==> src/rtl/rr_grant_encoder.sv <==
// rtl/rr_grant_encoder.sv - four-requester round-robin arbiter with registered grant index
//
// Purpose:
//   Picks one of four requesters in round-robin order and presents its index
//   as a registered 2-bit grant plus a qualifying valid flag, ready to feed a
//   2-to-4 decoder. A grant lasts until the holder releases it, drops its
//   request, or reaches HOLD_MAX cycles (forced revocation with a one-cycle
//   timeout pulse). Every grant is followed by at least two cycles with no
//   grant, so the decoded one-hot vector never switches directly from one
//   requester to another.
//
// Parameters:
//   HOLD_MAX      maximum cycles a single grant may be held (2..255)
//
// Ports:
//   clk           clock, all state updates on the rising edge
//   rst           synchronous active-high reset
//   req[3:0]      request lines, bit i high means requester i wants the resource
//   hold_release  current holder is finished; only looked at while granting
//                 (the word "release" is reserved in SystemVerilog)
//   gnt_idx[1:0]  index of the granted requester, held while gnt_valid is low
//   gnt_valid     high while a grant is active
//   timeout       one-cycle pulse when a grant is revoked by the hold limit

module rr_grant_encoder #(
  parameter int HOLD_MAX = 16
) (
  input  logic       clk,
  input  logic       rst,
  input  logic [3:0] req,
  input  logic       hold_release,
  output logic [1:0] gnt_idx,
  output logic       gnt_valid,
  output logic       timeout
);

  // Last cycle index of a grant; reaching it ends the grant with a timeout.
  localparam logic [7:0] HOLD_LAST = 8'(HOLD_MAX - 1);

  typedef enum logic [1:0] {
    ST_IDLE  = 2'd0,
    ST_GRANT = 2'd1,
    ST_GAP   = 2'd2
  } state_t;

  state_t     state;
  state_t     state_nxt;

  logic [1:0] last_idx;
  logic [1:0] last_idx_nxt;
  logic [7:0] hold_cnt;
  logic [7:0] hold_cnt_nxt;
  logic [1:0] gnt_idx_nxt;
  logic       gnt_valid_nxt;
  logic       timeout_nxt;

  logic [1:0] win_idx;
  logic       win_found;
  logic       holder_done;
  logic       hold_expired;

  // Round-robin search starting just after the previous winner. Walking the
  // offsets from farthest to nearest lets the nearest requester overwrite the
  // others, so the last assignment is the highest-priority match.
  always_comb begin
    logic [1:0] cand;
    cand      = last_idx;
    win_idx   = last_idx;
    win_found = |req;
    for (int k = 4; k >= 1; k--) begin
      cand = last_idx + 2'(k);
      if (req[cand]) begin
        win_idx = cand;
      end
    end
  end

  // A voluntary end (release or request dropped) outranks the hold limit, so a
  // release landing on the final allowed cycle never raises timeout.
  assign holder_done  = hold_release | ~req[gnt_idx];
  assign hold_expired = (hold_cnt >= HOLD_LAST);

  // State register; the grant outputs are registered alongside it so no
  // input reaches an output combinationally.
  always_ff @(posedge clk) begin
    if (rst) begin
      state     <= ST_IDLE;
      gnt_idx   <= 2'b00;
      gnt_valid <= 1'b0;
      timeout   <= 1'b0;
      last_idx  <= 2'b11;
      hold_cnt  <= 8'd0;
    end else begin
      state     <= state_nxt;
      gnt_idx   <= gnt_idx_nxt;
      gnt_valid <= gnt_valid_nxt;
      timeout   <= timeout_nxt;
      last_idx  <= last_idx_nxt;
      hold_cnt  <= hold_cnt_nxt;
    end
  end

  // Next-state logic.
  always_comb begin
    state_nxt = state;
    case (state)
      ST_IDLE: begin
        if (win_found) begin
          state_nxt = ST_GRANT;
        end
      end
      ST_GRANT: begin
        if (holder_done || hold_expired) begin
          state_nxt = ST_GAP;
        end
      end
      ST_GAP: begin
        state_nxt = ST_IDLE;
      end
      default: begin
        state_nxt = ST_IDLE;
      end
    endcase
  end

  // Output / datapath logic: values the registers take at the next edge.
  always_comb begin
    gnt_idx_nxt   = gnt_idx;
    gnt_valid_nxt = 1'b0;
    timeout_nxt   = 1'b0;
    last_idx_nxt  = last_idx;
    hold_cnt_nxt  = hold_cnt;
    case (state)
      ST_IDLE: begin
        if (win_found) begin
          gnt_idx_nxt   = win_idx;
          gnt_valid_nxt = 1'b1;
          last_idx_nxt  = win_idx;
          hold_cnt_nxt  = 8'd0;
        end
      end
      ST_GRANT: begin
        if (holder_done) begin
          gnt_valid_nxt = 1'b0;
        end else if (hold_expired) begin
          timeout_nxt   = 1'b1;
        end else begin
          // Counter only advances below the limit, so it saturates there.
          gnt_valid_nxt = 1'b1;
          hold_cnt_nxt  = hold_cnt + 8'd1;
        end
      end
      default: begin
        gnt_valid_nxt = 1'b0;
      end
    endcase
  end

endmodule

==> config.mk <==
export PLATFORM = sky130hd
export DESIGN_NAME = rr_grant_encoder
export DESIGN_NICKNAME = d
export VERILOG_FILES = /design/src/rtl/rr_grant_encoder.sv
export SDC_FILE = /design/constraint.sdc
export NUM_CORES = 1
export LEC_CHECK = 0
export CORE_MARGIN = 3
export CORE_UTILIZATION = 48
export CTS_CLUSTER_DIAMETER = 100
export CTS_CLUSTER_SIZE = 14
export DETAILED_ROUTE_END_ITERATION = 7
export GPL_ROUTABILITY_DRIVEN = 0
export PLACE_DENSITY = 0.83
export SYNTH_ARGS = -nofsm -noshare
export SYNTH_HDL_FRONTEND = slang
export SYNTH_SLANG_ARGS = --single-unit
==> constraint.sdc <==
create_clock -name clk -period 2.9 [get_ports clk]
set_clock_uncertainty 0.2 [all_clocks]
set_input_delay 0.58 -clock clk [delete_from_list [all_inputs] [get_ports clk]]
set_output_delay 0.58 -clock clk [all_outputs]
set_load 0.005 [all_outputs]
==> flow_summary.html <==
<table>
<tr><th>Metric</th><th>Value</th></tr>
<tr><th colspan="2">Outcome</th></tr>
<tr><td>Status</td><td>complete, no violations</td></tr>
<tr><th colspan="2">Layout</th></tr>
<tr><td>Most frequent cells in the layout</td><td>sky130_fd_sc_hd__dfxtp_1 (16), sky130_fd_sc_hd__a21oi_1 (11), sky130_fd_sc_hd__clkdlybuf4s50_1 (10)</td></tr>
<tr><td>Storage element area</td><td>320 um2</td></tr>
<tr><td>Area growth from synthesis to layout</td><td>17.4%</td></tr>
<tr><td>Most common cell after layout, fill and taps aside</td><td>sky130_fd_sc_hd__dfxtp_1</td></tr>
<tr><td>Fraction of layout cells with a size suffix above 1</td><td>10.5%</td></tr>
<tr><td>Net count, final</td><td>roughly 110</td></tr>
<tr><td>Layout Cell Area excl Fill</td><td>~900 um2</td></tr>
<tr><td>Total inserted antenna cells</td><td>0</td></tr>
<tr><td>Footprint of the multi-input gates</td><td>434 um2</td></tr>
<tr><td>Count of filler cells inserted in the layout</td><td>120</td></tr>
<tr><th colspan="2">Global routing</th></tr>
<tr><td>Largest net degree at the start of global routing</td><td>14</td></tr>
<tr><td>Most Used Layer, Global Route</td><td>met2</td></tr>
<tr><td>Fraction of met3 tracks used by global routing</td><td>3.13%</td></tr>
<tr><td>Total global routing track utilization</td><td>about 18%</td></tr>
<tr><td>Wire length of the first global-routing pass</td><td>2.76 mm</td></tr>
<tr><td>GR Util met1</td><td>between 20 and 25%</td></tr>
<tr><td>Vias in the first global route</td><td>between 600 and 700</td></tr>
<tr><td>Remaining global-route overflow</td><td>0</td></tr>
<tr><td>Global routing usage on met2</td><td>between 20 and 30%</td></tr>
<tr><td>Number of antenna violations at the first check in global routing</td><td>0</td></tr>
<tr><th colspan="2">STA</th></tr>
<tr><td>Total count of hold-check failures in the final report</td><td>0</td></tr>
<tr><td>Fin crit share</td><td>76.5%</td></tr>
<tr><td>Worst slew margin relative to its limit</td><td>71.5%</td></tr>
<tr><td>Transition time of the tightest slew-check pin</td><td>~0.42 ns</td></tr>
<tr><td>Post-route setup TNS</td><td>0 ns</td></tr>
<tr><td>Highest clock frequency the design can meet</td><td>around 450 MHz</td></tr>
<tr><td>Final critical delay including setup and external delays</td><td>~2.2 ns</td></tr>
<tr><td>Final critical-path setup slack</td><td>between 0.6 and 0.7 ns</td></tr>
<tr><td>Unrepaired setup endpoints after global routing</td><td>no</td></tr>
<tr><td>Fin. max-slew vios</td><td>0</td></tr>
<tr><td>Number of setup violations in the final report</td><td>0</td></tr>
<tr><th colspan="2">Detailed routing</th></tr>
<tr><td>Vias/cell</td><td>6.21</td></tr>
<tr><td>Initial drt markers</td><td>12</td></tr>
<tr><td>Total wirelength of the detailed-routed design</td><td>around 1.7 mm</td></tr>
<tr><td>ANT nets after route</td><td>0</td></tr>
<tr><td>Via Count</td><td>683</td></tr>
<tr><td>Detailed Routing Iterations Pass 1</td><td>4</td></tr>
<tr><td>Number of design rule violations left after detail routing</td><td>0</td></tr>
<tr><td>WL/cell</td><td>roughly 15 um</td></tr>
<tr><th colspan="2">Critical path</th></tr>
<tr><td>Worst Path Class, Setup</td><td>in2reg</td></tr>
<tr><td>Kind of end point of the critical path</td><td>flop</td></tr>
<tr><td>Startpoint type of the worst setup path</td><td>input port</td></tr>
<tr><td>Data required, critical path</td><td>roughly 2.9 ns</td></tr>
<tr><td>Arrival time at the worst endpoint</td><td>about 2.2 ns</td></tr>
<tr><td>Slack of the worst reg-to-reg path</td><td>1.08 ns</td></tr>
<tr><td>Cells on worst reg2reg path</td><td>4</td></tr>
<tr><td>Largest fanout on the critical path</td><td>10</td></tr>
<tr><th colspan="2">CTS</th></tr>
<tr><td>Clock slew at the register clock pins of the worst setup and hold paths</td><td>approximately 0.080 ns</td></tr>
<tr><td>Skew-Pair Late Insertion Delay</td><td>0.28 ns</td></tr>
<tr><td>CTS tree</td><td>done</td></tr>
<tr><td>Post-CTS Setup Repair Bufs</td><td>0</td></tr>
<tr><td>Resized Gates After CTS</td><td>0</td></tr>
<tr><td>Hold Buf Count CTS</td><td>0</td></tr>
<tr><td>Number of buffers inserted during clock tree synthesis</td><td>3</td></tr>
<tr><td>TritonCTS sink count</td><td>16</td></tr>
<tr><td>Clock Tree Root</td><td>sky130_fd_sc_hd__clkbuf_4</td></tr>
<tr><td>H-tree depth</td><td>1</td></tr>
<tr><td>Buffer levels on the longest clock path</td><td>2</td></tr>
<tr><th colspan="2">Floorplan</th></tr>
<tr><td>Die extent in y</td><td>~46 um</td></tr>
<tr><td>FP Rows</td><td>13</td></tr>
<tr><td>Core ar.</td><td>roughly 1400 um2</td></tr>
<tr><td>Width of the chip</td><td>46.4 um</td></tr>
<tr><td>Io pins</td><td>11</td></tr>
<tr><td>Initial Utilization</td><td>55.3%</td></tr>
<tr><td>Die area</td><td>2150 um2</td></tr>
<tr><th colspan="2">Synth</th></tr>
<tr><td>Post-synthesis average cell area</td><td>a little over 9 um2</td></tr>
<tr><td>Post-synthesis sequential area ratio</td><td>about two fifths</td></tr>
<tr><td>Distinct cell type count after synthesis</td><td>34</td></tr>
<tr><td>Largest family of logic cells by synthesized area</td><td>simple AND/OR/NAND/NOR gates</td></tr>
<tr><td>Mux contribution to synthesized area</td><td>~4.2%</td></tr>
<tr><td>Compound-gate portion of the synthesized area</td><td>between 10% and 20%</td></tr>
<tr><td>Simple-gate share of the synthesized area</td><td>around 30%</td></tr>
<tr><td>Adder and majority cell fraction of the synthesized area</td><td>1.60%</td></tr>
<tr><td>Synth Area in XOR/XNOR</td><td>0%</td></tr>
<tr><td>Syn_nets</td><td>92</td></tr>
<tr><td>Cell count after synthesis</td><td>84</td></tr>
<tr><td>Number of flip-flops and latches in the synthesized netlist</td><td>16</td></tr>
<tr><td>Synthesis Warnings</td><td>0</td></tr>
<tr><td>Cell area after synthesis</td><td>around 780 um2</td></tr>
<tr><th colspan="2">Pwr</th></tr>
<tr><td>Leakage power total</td><td>~0.33 nW</td></tr>
<tr><td>IR Drop Worst-Case VDD</td><td>approximately 0.40 mV</td></tr>
<tr><td>Pwr Density</td><td>535 nW/um2</td></tr>
<tr><td>Total Power Consumption</td><td>roughly 0.0005 W</td></tr>
<tr><th colspan="2">Worst hold path</th></tr>
<tr><td>Hold-critical path depth</td><td>2</td></tr>
<tr><td>Class of the tightest hold or removal check</td><td>reg2reg</td></tr>
<tr><th colspan="2">Placement</th></tr>
<tr><td>Pre-CTS setup slack</td><td>0.415 ns</td></tr>
<tr><td>I/O Buffers</td><td>10</td></tr>
<tr><td>Half-perimeter wire length of the detailed placement result</td><td>1.24 mm</td></tr>
<tr><td>Area after detailed placement</td><td>896 um2</td></tr>
<tr><th colspan="2">Job</th></tr>
<tr><td>Max-cap check violation count</td><td>0</td></tr>
</table>
## flip-flops by register name, summed over array words and instances, names as in the netlist
| signal | count |
|---|---|
| hold_cnt | 8 |
| timeout | 1 |
| gnt_valid | 1 |
| state | 2 |
| gnt_idx | 2 |
| last_idx | 2 |
## metrics by stage
stage               util, %  hold slack [ns]  std cells
floorplan                 -            0.250         84
global placement       63.3            0.266        107
detailed placement     63.3            0.278        107
CTS                    64.9            0.290        110
global route           64.9            0.313        110
finish                 64.9            0.289        110
## cells in the mapped netlist
cell type / count / area share [%]
sky130_fd_sc_hd__dfxtp_1: 16 / 41
sky130_fd_sc_hd__a21oi_1: 11 / 7.0
sky130_fd_sc_hd__and2_1: 5 / 4.0
sky130_fd_sc_hd__inv_1: 4 / 1.9
sky130_fd_sc_hd__nand2_1: 4 / 1.9
sky130_fd_sc_hd__nand2b_1: 3 / 2.4
sky130_fd_sc_hd__o211ai_1: 3 / 2.9
sky130_fd_sc_hd__o31ai_1: 3 / 2.9
sky130_fd_sc_hd__clkbuf_1: 2 / 0.96
sky130_fd_sc_hd__nand3_1: 2 / 1.3
sky130_fd_sc_hd__nor2_1: 2 / 0.96
sky130_fd_sc_hd__nor3_1: 2 / 1.3
sky130_fd_sc_hd__nor3b_1: 2 / 1.9
sky130_fd_sc_hd__nor4_1: 2 / 1.6
sky130_fd_sc_hd__or2b_1: 2 / 1.9
sky130_fd_sc_hd__or3_1: 2 / 1.6
sky130_fd_sc_hd__or4_1: 2 / 1.9
sky130_fd_sc_hd__a211o_1: 1 / 1.1
sky130_fd_sc_hd__a211oi_1: 1 / 0.96
sky130_fd_sc_hd__a31oi_1: 1 / 0.80
sky130_fd_sc_hd__and2_2: 1 / 0.96
sky130_fd_sc_hd__and4bb_2: 1 / 1.6
sky130_fd_sc_hd__buf_2: 1 / 0.64
sky130_fd_sc_hd__ha_1: 1 / 1.6
sky130_fd_sc_hd__mux2i_1: 1 / 1.3
sky130_fd_sc_hd__mux4_2: 1 / 2.9
sky130_fd_sc_hd__nand2_4: 1 / 1.4
sky130_fd_sc_hd__nand4b_1: 1 / 1.1
sky130_fd_sc_hd__nor2b_1: 1 / 0.80
sky130_fd_sc_hd__nor3b_4: 1 / 2.4
sky130_fd_sc_hd__nor4_2: 1 / 1.6
sky130_fd_sc_hd__o2111ai_1: 1 / 1.1
sky130_fd_sc_hd__o31a_1: 1 / 1.1
sky130_fd_sc_hd__o41ai_1: 1 / 1.1
## routing by layer
layer	vias up	routed length [um]
met4	0	29
met5	-	0
met1	330	742
li1	337	-
met3	4	62
met2	12	830
## where the power goes
group / total, W / switching (W) / internal [W]
clock: 0.000113 / 0.0000653 / 0.0000481
combinational: 0.000114 / 0.0000519 / 0.0000625
sequential: 0.000263 / 0.0000261 / 0.000237
## path summary, 6_finish.rpt
| path | from | end |
|---|---|---|
| worst max register to register | hold_cnt[5]$_SDFFE_PP0P_ | hold_cnt[3]$_SDFFE_PP0P_ |
| worst min-delay path | hold_cnt[3]$_SDFFE_PP0P_ | hold_cnt[3]$_SDFFE_PP0P_ |
| worst min register to register | hold_cnt[3]$_SDFFE_PP0P_ | hold_cnt[3]$_SDFFE_PP0P_ |
| worst max-delay path | req[3] | hold_cnt[0]$_SDFFE_PP0P_ |
## cell families after synthesis
logic type	Yosys count
AND/OR/NAND/NOR	35
AO/OA/AOI/OAI	23
multiplexers	2
flip-flops	16
buffers and inverters	7
adder cells (fa/ha/maj)	1
## worst max-delay path, stage by stage
cell	delay, ns
sky130_fd_sc_hd__clkdlybuf4s50_1	0.62
sky130_fd_sc_hd__nor4_1	0.11
sky130_fd_sc_hd__or3_1	0.34
sky130_fd_sc_hd__buf_4	0.18
sky130_fd_sc_hd__a211o_1	0.25
sky130_fd_sc_hd__a21oi_1	0.13
## layout make-up
type	instances	area share, %
Tap cell	15	2.04
Inverter	4	1.63
Clock buffer	3	2.45
Sequential cell	16	34.9
Multi-Input combinational cell	61	47.3
Timing Repair Buffer	11	11.7
Note: power is estimated with default switching activity, not from simulation.
